$ cat config.mk
export PLATFORM = sky130hd
export DESIGN_NAME = order_sequencer_flat
export DESIGN_NICKNAME = d
export VERILOG_FILES = /design/src/rtl/order_sequencer_if.sv /design/src/rtl/order_sequencer.sv /design/src/flat_wrapper.sv
export SDC_FILE = /design/constraint.sdc
export NUM_CORES = 1
export LEC_CHECK = 0
export ABC_AREA = 0
export BUFFER_PORTS_ARGS = -buffer_cell sky130_fd_sc_hd__clkbuf_2
export CELL_PAD_IN_SITES_DETAIL_PLACEMENT = 1
export CELL_PAD_IN_SITES_GLOBAL_PLACEMENT = 2
export CORE_UTILIZATION = 25
export CTS_CLUSTER_DIAMETER = 30
export DETAILED_ROUTE_END_ITERATION = 8
export PLACE_DENSITY_LB_ADDON = 0.1
export SYNTH_ARGS = -nofsm -noshare
export SYNTH_HDL_FRONTEND = slang
export SYNTH_SLANG_ARGS = --single-unit
export TNS_END_PERCENT = 5
$ cat constraint.sdc
create_clock -name clk -period 1.8 [get_ports clk]
set_input_delay 0.27 -clock clk [delete_from_list [all_inputs] [get_ports clk]]
set_output_delay 0.27 -clock clk [all_outputs]
set_load 0.05 [all_outputs]
$ cat src/rtl/order_sequencer_if.sv
// Bundle of handshake, decode and status signals between the order sequencer
// and its memory / decode / arithmetic neighbours.
interface order_sequencer_if #(
  parameter int ADDR_W = 10
);
  logic              start;
  logic              mem_ack;
  logic [ADDR_W-1:0] order_addr;
  logic              c10;
  logic              c22;
  logic              c25;
  logic              acc_sign;
  logic              exec_done;

  logic              mem_req;
  logic [ADDR_W-1:0] mem_addr;
  logic              order_load;
  logic              exec_start;
  logic              order_stage;
  logic              halted;
  logic              fault;

  modport master (
    input  start, mem_ack, order_addr, c10, c22, c25, acc_sign, exec_done,
    output mem_req, mem_addr, order_load, exec_start, order_stage, halted, fault
  );

  modport slave (
    output start, mem_ack, order_addr, c10, c22, c25, acc_sign, exec_done,
    input  mem_req, mem_addr, order_load, exec_start, order_stage, halted, fault
  );
endinterface

$ cat src/rtl/order_sequencer.sv
// Order sequencer: fetches orders from the sequence control tank address,
// resolves conditional jumps, and hands other orders to the arithmetic unit.
module order_sequencer #(
  parameter int ADDR_W       = 10,
  parameter int EXEC_TIMEOUT = 1023
) (
  input  logic              clk,
  input  logic              rst,
  order_sequencer_if.master bus
);
  localparam int CNT_W = $clog2(EXEC_TIMEOUT + 1);
  localparam logic [CNT_W-1:0] CNT_LAST = CNT_W'(EXEC_TIMEOUT - 1);

  typedef enum logic [2:0] {
    IDLE   = 3'd0,
    FETCH  = 3'd1,
    DECODE = 3'd2,
    EXEC   = 3'd3,
    WAIT   = 3'd4,
    STOP   = 3'd5
  } state_t;

  state_t            state_q, state_d;
  logic [ADDR_W-1:0] sct_q, sct_d;
  logic [CNT_W-1:0]  cnt_q, cnt_d;
  logic              fault_q, fault_d;
  logic              jump_taken;

  always_ff @(posedge clk or posedge rst) begin
    if (rst) begin
      state_q <= IDLE;
      sct_q   <= '0;
      cnt_q   <= '0;
      fault_q <= 1'b0;
    end else begin
      state_q <= state_d;
      sct_q   <= sct_d;
      cnt_q   <= cnt_d;
      fault_q <= fault_d;
    end
  end

  // E takes precedence over G when both decode lines are raised.
  assign jump_taken = bus.c25 ? ~bus.acc_sign : (bus.c10 & bus.acc_sign);

  always_comb begin
    state_d = state_q;
    sct_d   = sct_q;
    cnt_d   = cnt_q;
    fault_d = fault_q;
    case (state_q)
      IDLE, STOP: begin
        if (bus.start) begin
          sct_d   = '0;
          fault_d = 1'b0;
          state_d = FETCH;
        end
      end
      FETCH: begin
        if (bus.mem_ack) state_d = DECODE;
      end
      DECODE: begin
        if (bus.c22) begin
          state_d = STOP;
        end else if (bus.c25 || bus.c10) begin
          sct_d   = jump_taken ? bus.order_addr : sct_q + ADDR_W'(1);
          state_d = FETCH;
        end else begin
          state_d = EXEC;
        end
      end
      EXEC: begin
        cnt_d   = '0;
        state_d = WAIT;
      end
      WAIT: begin
        if (bus.exec_done) begin
          sct_d   = sct_q + ADDR_W'(1);
          state_d = FETCH;
        end else if (cnt_q == CNT_LAST) begin
          // SCT is left on the stalled order so it can be inspected.
          fault_d = 1'b1;
          state_d = STOP;
        end else begin
          cnt_d = cnt_q + CNT_W'(1);
        end
      end
      default: state_d = IDLE;
    endcase
  end

  assign bus.mem_req     = (state_q == FETCH);
  assign bus.mem_addr    = sct_q;
  assign bus.order_load  = (state_q == FETCH) && bus.mem_ack;
  assign bus.exec_start  = (state_q == EXEC);
  assign bus.order_stage = (state_q == FETCH) || (state_q == DECODE);
  assign bus.halted      = (state_q == IDLE) || (state_q == STOP);
  assign bus.fault       = fault_q;
endmodule

$ cat src/flat_wrapper.sv
// flat-port wrapper written by rule: the top's interface ports become plain ports
module order_sequencer_flat 
#(
  parameter int ADDR_W       = 10,
  parameter int EXEC_TIMEOUT = 1023
)
  (clk, rst, bus_start, bus_mem_ack, bus_order_addr, bus_c10, bus_c22, bus_c25, bus_acc_sign, bus_exec_done, bus_mem_req, bus_mem_addr, bus_order_load, bus_exec_start, bus_order_stage, bus_halted, bus_fault);
  order_sequencer_if #(.ADDR_W(ADDR_W)) bus_i ();
  input  logic clk;
  input  logic rst;
  input wire logic [$bits(bus_i.start)-1:0] bus_start;
  input wire logic [$bits(bus_i.mem_ack)-1:0] bus_mem_ack;
  input wire logic [$bits(bus_i.order_addr)-1:0] bus_order_addr;
  input wire logic [$bits(bus_i.c10)-1:0] bus_c10;
  input wire logic [$bits(bus_i.c22)-1:0] bus_c22;
  input wire logic [$bits(bus_i.c25)-1:0] bus_c25;
  input wire logic [$bits(bus_i.acc_sign)-1:0] bus_acc_sign;
  input wire logic [$bits(bus_i.exec_done)-1:0] bus_exec_done;
  output wire logic [$bits(bus_i.mem_req)-1:0] bus_mem_req;
  output wire logic [$bits(bus_i.mem_addr)-1:0] bus_mem_addr;
  output wire logic [$bits(bus_i.order_load)-1:0] bus_order_load;
  output wire logic [$bits(bus_i.exec_start)-1:0] bus_exec_start;
  output wire logic [$bits(bus_i.order_stage)-1:0] bus_order_stage;
  output wire logic [$bits(bus_i.halted)-1:0] bus_halted;
  output wire logic [$bits(bus_i.fault)-1:0] bus_fault;
  assign bus_i.start = bus_start;
  assign bus_i.mem_ack = bus_mem_ack;
  assign bus_i.order_addr = bus_order_addr;
  assign bus_i.c10 = bus_c10;
  assign bus_i.c22 = bus_c22;
  assign bus_i.c25 = bus_c25;
  assign bus_i.acc_sign = bus_acc_sign;
  assign bus_i.exec_done = bus_exec_done;
  assign bus_mem_req = bus_i.mem_req;
  assign bus_mem_addr = bus_i.mem_addr;
  assign bus_order_load = bus_i.order_load;
  assign bus_exec_start = bus_i.exec_start;
  assign bus_order_stage = bus_i.order_stage;
  assign bus_halted = bus_i.halted;
  assign bus_fault = bus_i.fault;
  order_sequencer #(.ADDR_W(ADDR_W), .EXEC_TIMEOUT(EXEC_TIMEOUT)) u_core (.clk(clk), .rst(rst), .bus(bus_i));
endmodule
* Word level (Yosys, flattened, before mapping)
Index checks and enable logic that the tools add are counted.
** Storage, ports and cells
- Flip-flop bits (word level) :: 24
- Input port bits :: 19
** Cells by class
- Add/subtract/negate cells :: 2
- Eq/ne operators :: 15
- Multiplexer cells :: 21
- Bitwise logic cells :: 2
- Reduce and logical (&&, ||, !) cells :: 13
** Operators by type and width (count)
- 10-bit two-way mux :: 7
- 10-bit one-hot mux with 3 select lines :: 1
- 10-bit by 1-bit adder with 10-bit output (second input constant) :: 2
- 10-bit one-hot mux with 2 select lines :: 1
- 3-bit two-way mux :: 5
- 3-bit one-hot mux with 5 select lines :: 1
- 2-bit inequality test (second input constant) :: 6
- 10-bit equality test (second input constant) :: 1
- 3-bit by 2-bit equality test with 1-bit output (second input constant) :: 2
- 3-bit equality test (second input constant) :: 2
- 3-bit AND reduction :: 2
- 5-bit AND reduction :: 1
- 1-bit two-way mux :: 4
- 2-bit by 1-bit inequality test with 1-bit output (second input constant) :: 2
- 4-bit AND reduction :: 1
- 2-bit nonzero test :: 2
- 3-bit by 1-bit equality test with 1-bit output (second input constant) :: 1
- 3-bit logical NOT :: 1
- 1-bit logical OR :: 3
- 3-bit by 2-bit inequality test with 1-bit output (second input constant) :: 1
- 3-bit nonzero test :: 1
- 2-bit two-way mux :: 1
- 1-bit one-hot mux with 2 select lines :: 1
- 2-bit OR reduction :: 1
- 3 further kinds :: 3

* Logic depth before layout (Yosys ltp)
- Depth after elaboration :: 6
- Mapped depth :: 8

* Least setup slack after synthesis
Ideal clock, no wire load.
- Kind :: reg2out
- Start :: register u_core.state_q[0]
- End :: output port bus_order_load
- Data arrival time :: 2.523 ns
- Data required time :: 1.530 ns
- Setup slack :: -0.993 ns
- Stages on the path, launching flop included :: 4
- Buffers on the path :: 1
- Cells stage by stage :: dfrtp_1 -> clkbuf_1 -> nor3b_1 -> and2_1
** On the way
- Cells in the longest elaborated chain, start to end :: 2
** RTL lines
- from (decl) :: line order_sequencer.sv:23 : state_t state_q, state_d;
- from (signal assigned) :: line order_sequencer.sv:36 : state_q <= state_d;
- 3-bit by 1-bit equality test with 1-bit output
- via bus_mem_req :: line flat_wrapper.sv:19 : output wire logic [$bits(bus_i.mem_req)-1:0] bus_mem_req;
- 1-bit logical AND :: line order_sequencer.sv:94 : assign bus.order_load = (state_q == FETCH) && bus.mem_ack;
- to (decl) :: line flat_wrapper.sv:21 : output wire logic [$bits(bus_i.order_load)-1:0] bus_order_load;
The timed path passes the listed nets, and every way through them passes these cells.

* Final worst setup path
- Start :: register u_core.cnt_q[1]
- End :: register u_core.cnt_q[7]
** On the way
- Cells in the longest elaborated chain, start to end :: 4
- Elaborated cells between the ends (all ways) :: 7
- Those cells by class :: add/sub: 1; eq/ne: 2; mux: 3; reduce/logical: 1
** RTL lines
- from (decl) :: line order_sequencer.sv:25 : logic [CNT_W-1:0] cnt_q, cnt_d;
- from (signal assigned) :: line order_sequencer.sv:38 : cnt_q <= cnt_d;
- 10-bit by 1-bit adder with 10-bit output :: line order_sequencer.sv:85 : cnt_d = cnt_q + CNT_W'(1);
- 10-bit two-way mux :: line order_sequencer.sv:80 : end else if (cnt_q == CNT_LAST) begin
- 10-bit two-way mux :: line order_sequencer.sv:77 : if (bus.exec_done) begin
- 10-bit one-hot mux with 2 select lines :: line order_sequencer.sv:51 : case (state_q)
Parallel ways exist; a longest one is shown, timed or not. The select of a mux whose other input is x is not followed.
A chain may end at the register's enable or synchronous reset.

==> impl_metrics.ini <==
[job]
drv_cap = 0

[grt]
grt_max_degree = 25
grt_pass1_vias = 1550
grt_usage = 0.155
grt_pass1_wl_um = 7640
antenna_found_initial = 0
overflow = 0

[timing]
slew_headroom = 0.772
hold_viol = 0
rsz0062_at_grt = true
tightest_slew_ps = 343
skew_ps = 3.84
setup_viol = 0
period_share = 0.969
fmax_ghz = 0.573
slew_viol_final = 0
fin_crit_ps = 1740

[critical_path]
start_kind = flop
path_class = reg -> reg
max_stage_delay_ps = 470
worst_path_max_delay_cell = or3_1
crit_fanout = 8
rr_startpoint = u_core.cnt_q[1]$_DFFE_PP0P_
cp_top_family = simple AND/OR/NAND/NOR gates
r2r_slack_ps = 60
crit_arrival_ps = 1920
rr_worst_depth = 6
reg2reg_to = u_core.cnt_q[7]$_DFFE_PP0P_
critPathRequiredTime_ps = 1970
end_kind = flop
critPathBufInv = 0
cp_cell_sequence = ha_1, nand3_1, or3_1, a21oi_1, o21ai_1, o41ai_2

[placed_design]
hpwl_um = 3510
gp_congestion = 0.778
place_inst = 300
place.port_buffers = 34

[synth]
syn_inst = 187
synth_top_area_share = 0.392
yosys.cell_types.count = 40
yosysTopAreaCell = dfrtp_1
synth_warnings = 0
synthFlopType = dfrtp_1
syn_avg_cell_area_um2 = 8.19
synth_common_cells = dfrtp_1, nor2_1, nand2_1
async_flop_share = 1.00
synth_edf_count = 0
synth_area_um2 = 1530
ys_ff_latch = 24
synth-seq-area-share = 0.392
yosysMostFrequentCell = dfrtp_1
ys_top_cells_by_area = dfrtp_1, o21ai_0, nor2_1
syn-num-nets = 209

[layout]
area_growth_pct = 27.6
fin_nets = 252
drive_gt1_frac = 0.297
n_antenna_cell = 0
utilization = 0.330
final_cells = 304

[route]
vias = 1522
postRouteAntennaNets = 0
wl_per_cell_um = 15.0
vias_per_cell = 5.01
wl_um = 4570
drtIter0Drc = 60
firstDrtPassIters = 4
route.detailed.drc = 0

[clock_network]
tritoncts = yes
clk_pin_slew_ps = 90
clk_latency_ps = 270
cts_resized = 9
clockBufferDepth = 2
cts_buffers = 3
postCtsHoldBufs = 0
cts_max_level = 1
clockRootBuffer = clkbuf_8
post-cts-setup-buffers = 0
cts.sinks = 24

[floorplan]
fp-row-count = 28
initial_core_util = 0.259
chipWidth_um = 80.3
die_area_um2 = 6440
core-area_um2 = 5920
die_height_um = 80.3
pin_count = 35

[min_path]
hp-class = in -> async

[run_status]
status = finished, final reports clean

[power_and_ir_drop]
power_density_nw_per_um2 = 1270
leakage_nw = 0.851
ir_drop_mv = 0.361
==> tightest hold or removal path: cells and delay by family <==
kind / cells / cell delay, ps
buffers and inverters: 3 / 430
==> state kept, by name, indices dropped and copies added (netlist names) <==
| name | count |
|---|---|
| u_core.bus.mem_addr | 10 |
| u_core.state_q | 3 |
| u_core.bus.fault | 1 |
| u_core.cnt_q | 10 |
==> logic make-up after synthesis <==
logic type	count (synthesis)	share of synthesized area
DFF	24	0.392
adders and majority gates	3	0.0245
and+or+nand+nor	82	0.283
xor gates and xnor gates	5	0.0286
AOI/OAI and AO/OA	55	0.217
buffers and inverters	17	0.0474
muxes	1	0.00654
==> cells in the final DEF, fill, tap and decap left out, drive strengths merged, types with 2 or more instances in the layout <==
cell and instances:
nor3b 3, clkbuf 37, nand4 3, o21ai 25
nand2 18, nand3 11, a21oi 11, nand3b 2
nand2b 3, o22ai 3, buf 14, nor2b 4
a32oi 4, ha 3, inv 8, a31oi 2
o211ai 2, nor4 3, nor3 6, o31ai 3
or2 4, xor2 5, dfrtp 24, and2 2
nor2 20
==> cell type report <==
cell class	count	area, um2
flip-flops and latches	24	606
inverters	8	30.0
repair buffers	47	290
clock buffers	4	55.1
multi-input cells	146	880
well taps	75	93.8
fillers	746	3970
==> routing by layer <==
| metal | share of wire | up-vias | GRT usage |
|---|---|---|---|
| met2 | 0.52 | 21 | 0.284 |
| met5 | 0 | - | 0 |
| met1 | 0.45 | 747 | 0.188 |
| met4 | 0.0059 | 0 | 0.0375 |
| met3 | 0.023 | 2 | 0.0227 |
| li1 | - | 752 | - |
==> worst max path at each step <==
stage | slack [ps] | cells past startpoint | to | start
after floorplan | 1 | 7 | u_core.cnt_q[7]$_DFFE_PP0P_ | u_core.state_q[1]$_DFFE_PP0P_
after global placement | 90 | 6 | u_core.cnt_q[7]$_DFFE_PP0P_ | u_core.cnt_q[1]$_DFFE_PP0P_
after detailed placement | 50 | 5 | u_core.cnt_q[4]$_DFFE_PP0P_ | u_core.state_q[2]$_DFFE_PP0P_
after CTS | 6 | 4 | bus_order_stage | u_core.state_q[2]$_DFFE_PP0P_
after global routing | -20 | 4 | bus_exec_start | u_core.state_q[1]$_DFFE_PP0P_
final | 60 | 6 | u_core.cnt_q[7]$_DFFE_PP0P_ | u_core.cnt_q[1]$_DFFE_PP0P_
==> power by group <==
group	switching (W)	total, W	internal [W]
logic	0.000867	0.00134	0.000472
clock network	0.000186	0.000381	0.000195
registers	0.000135	0.000760	0.000625
==> stage by stage <==
stage               hold WS [ps]  total power [W]  worst slack, ps  setup TNS, ps  instance area, um2
global route                62.0          0.00266            -23.6           -103                1950
global placement             329          0.00204             86.2              0                1870
finish                      19.3          0.00248             56.1              0                1950
floorplan                    285          0.00168             1.05              0                1550
CTS                         30.3          0.00252             6.46              0                1950
detailed placement           336          0.00208             51.4              0                1870
No activity file was read; power rests on OpenSTA's default activity.
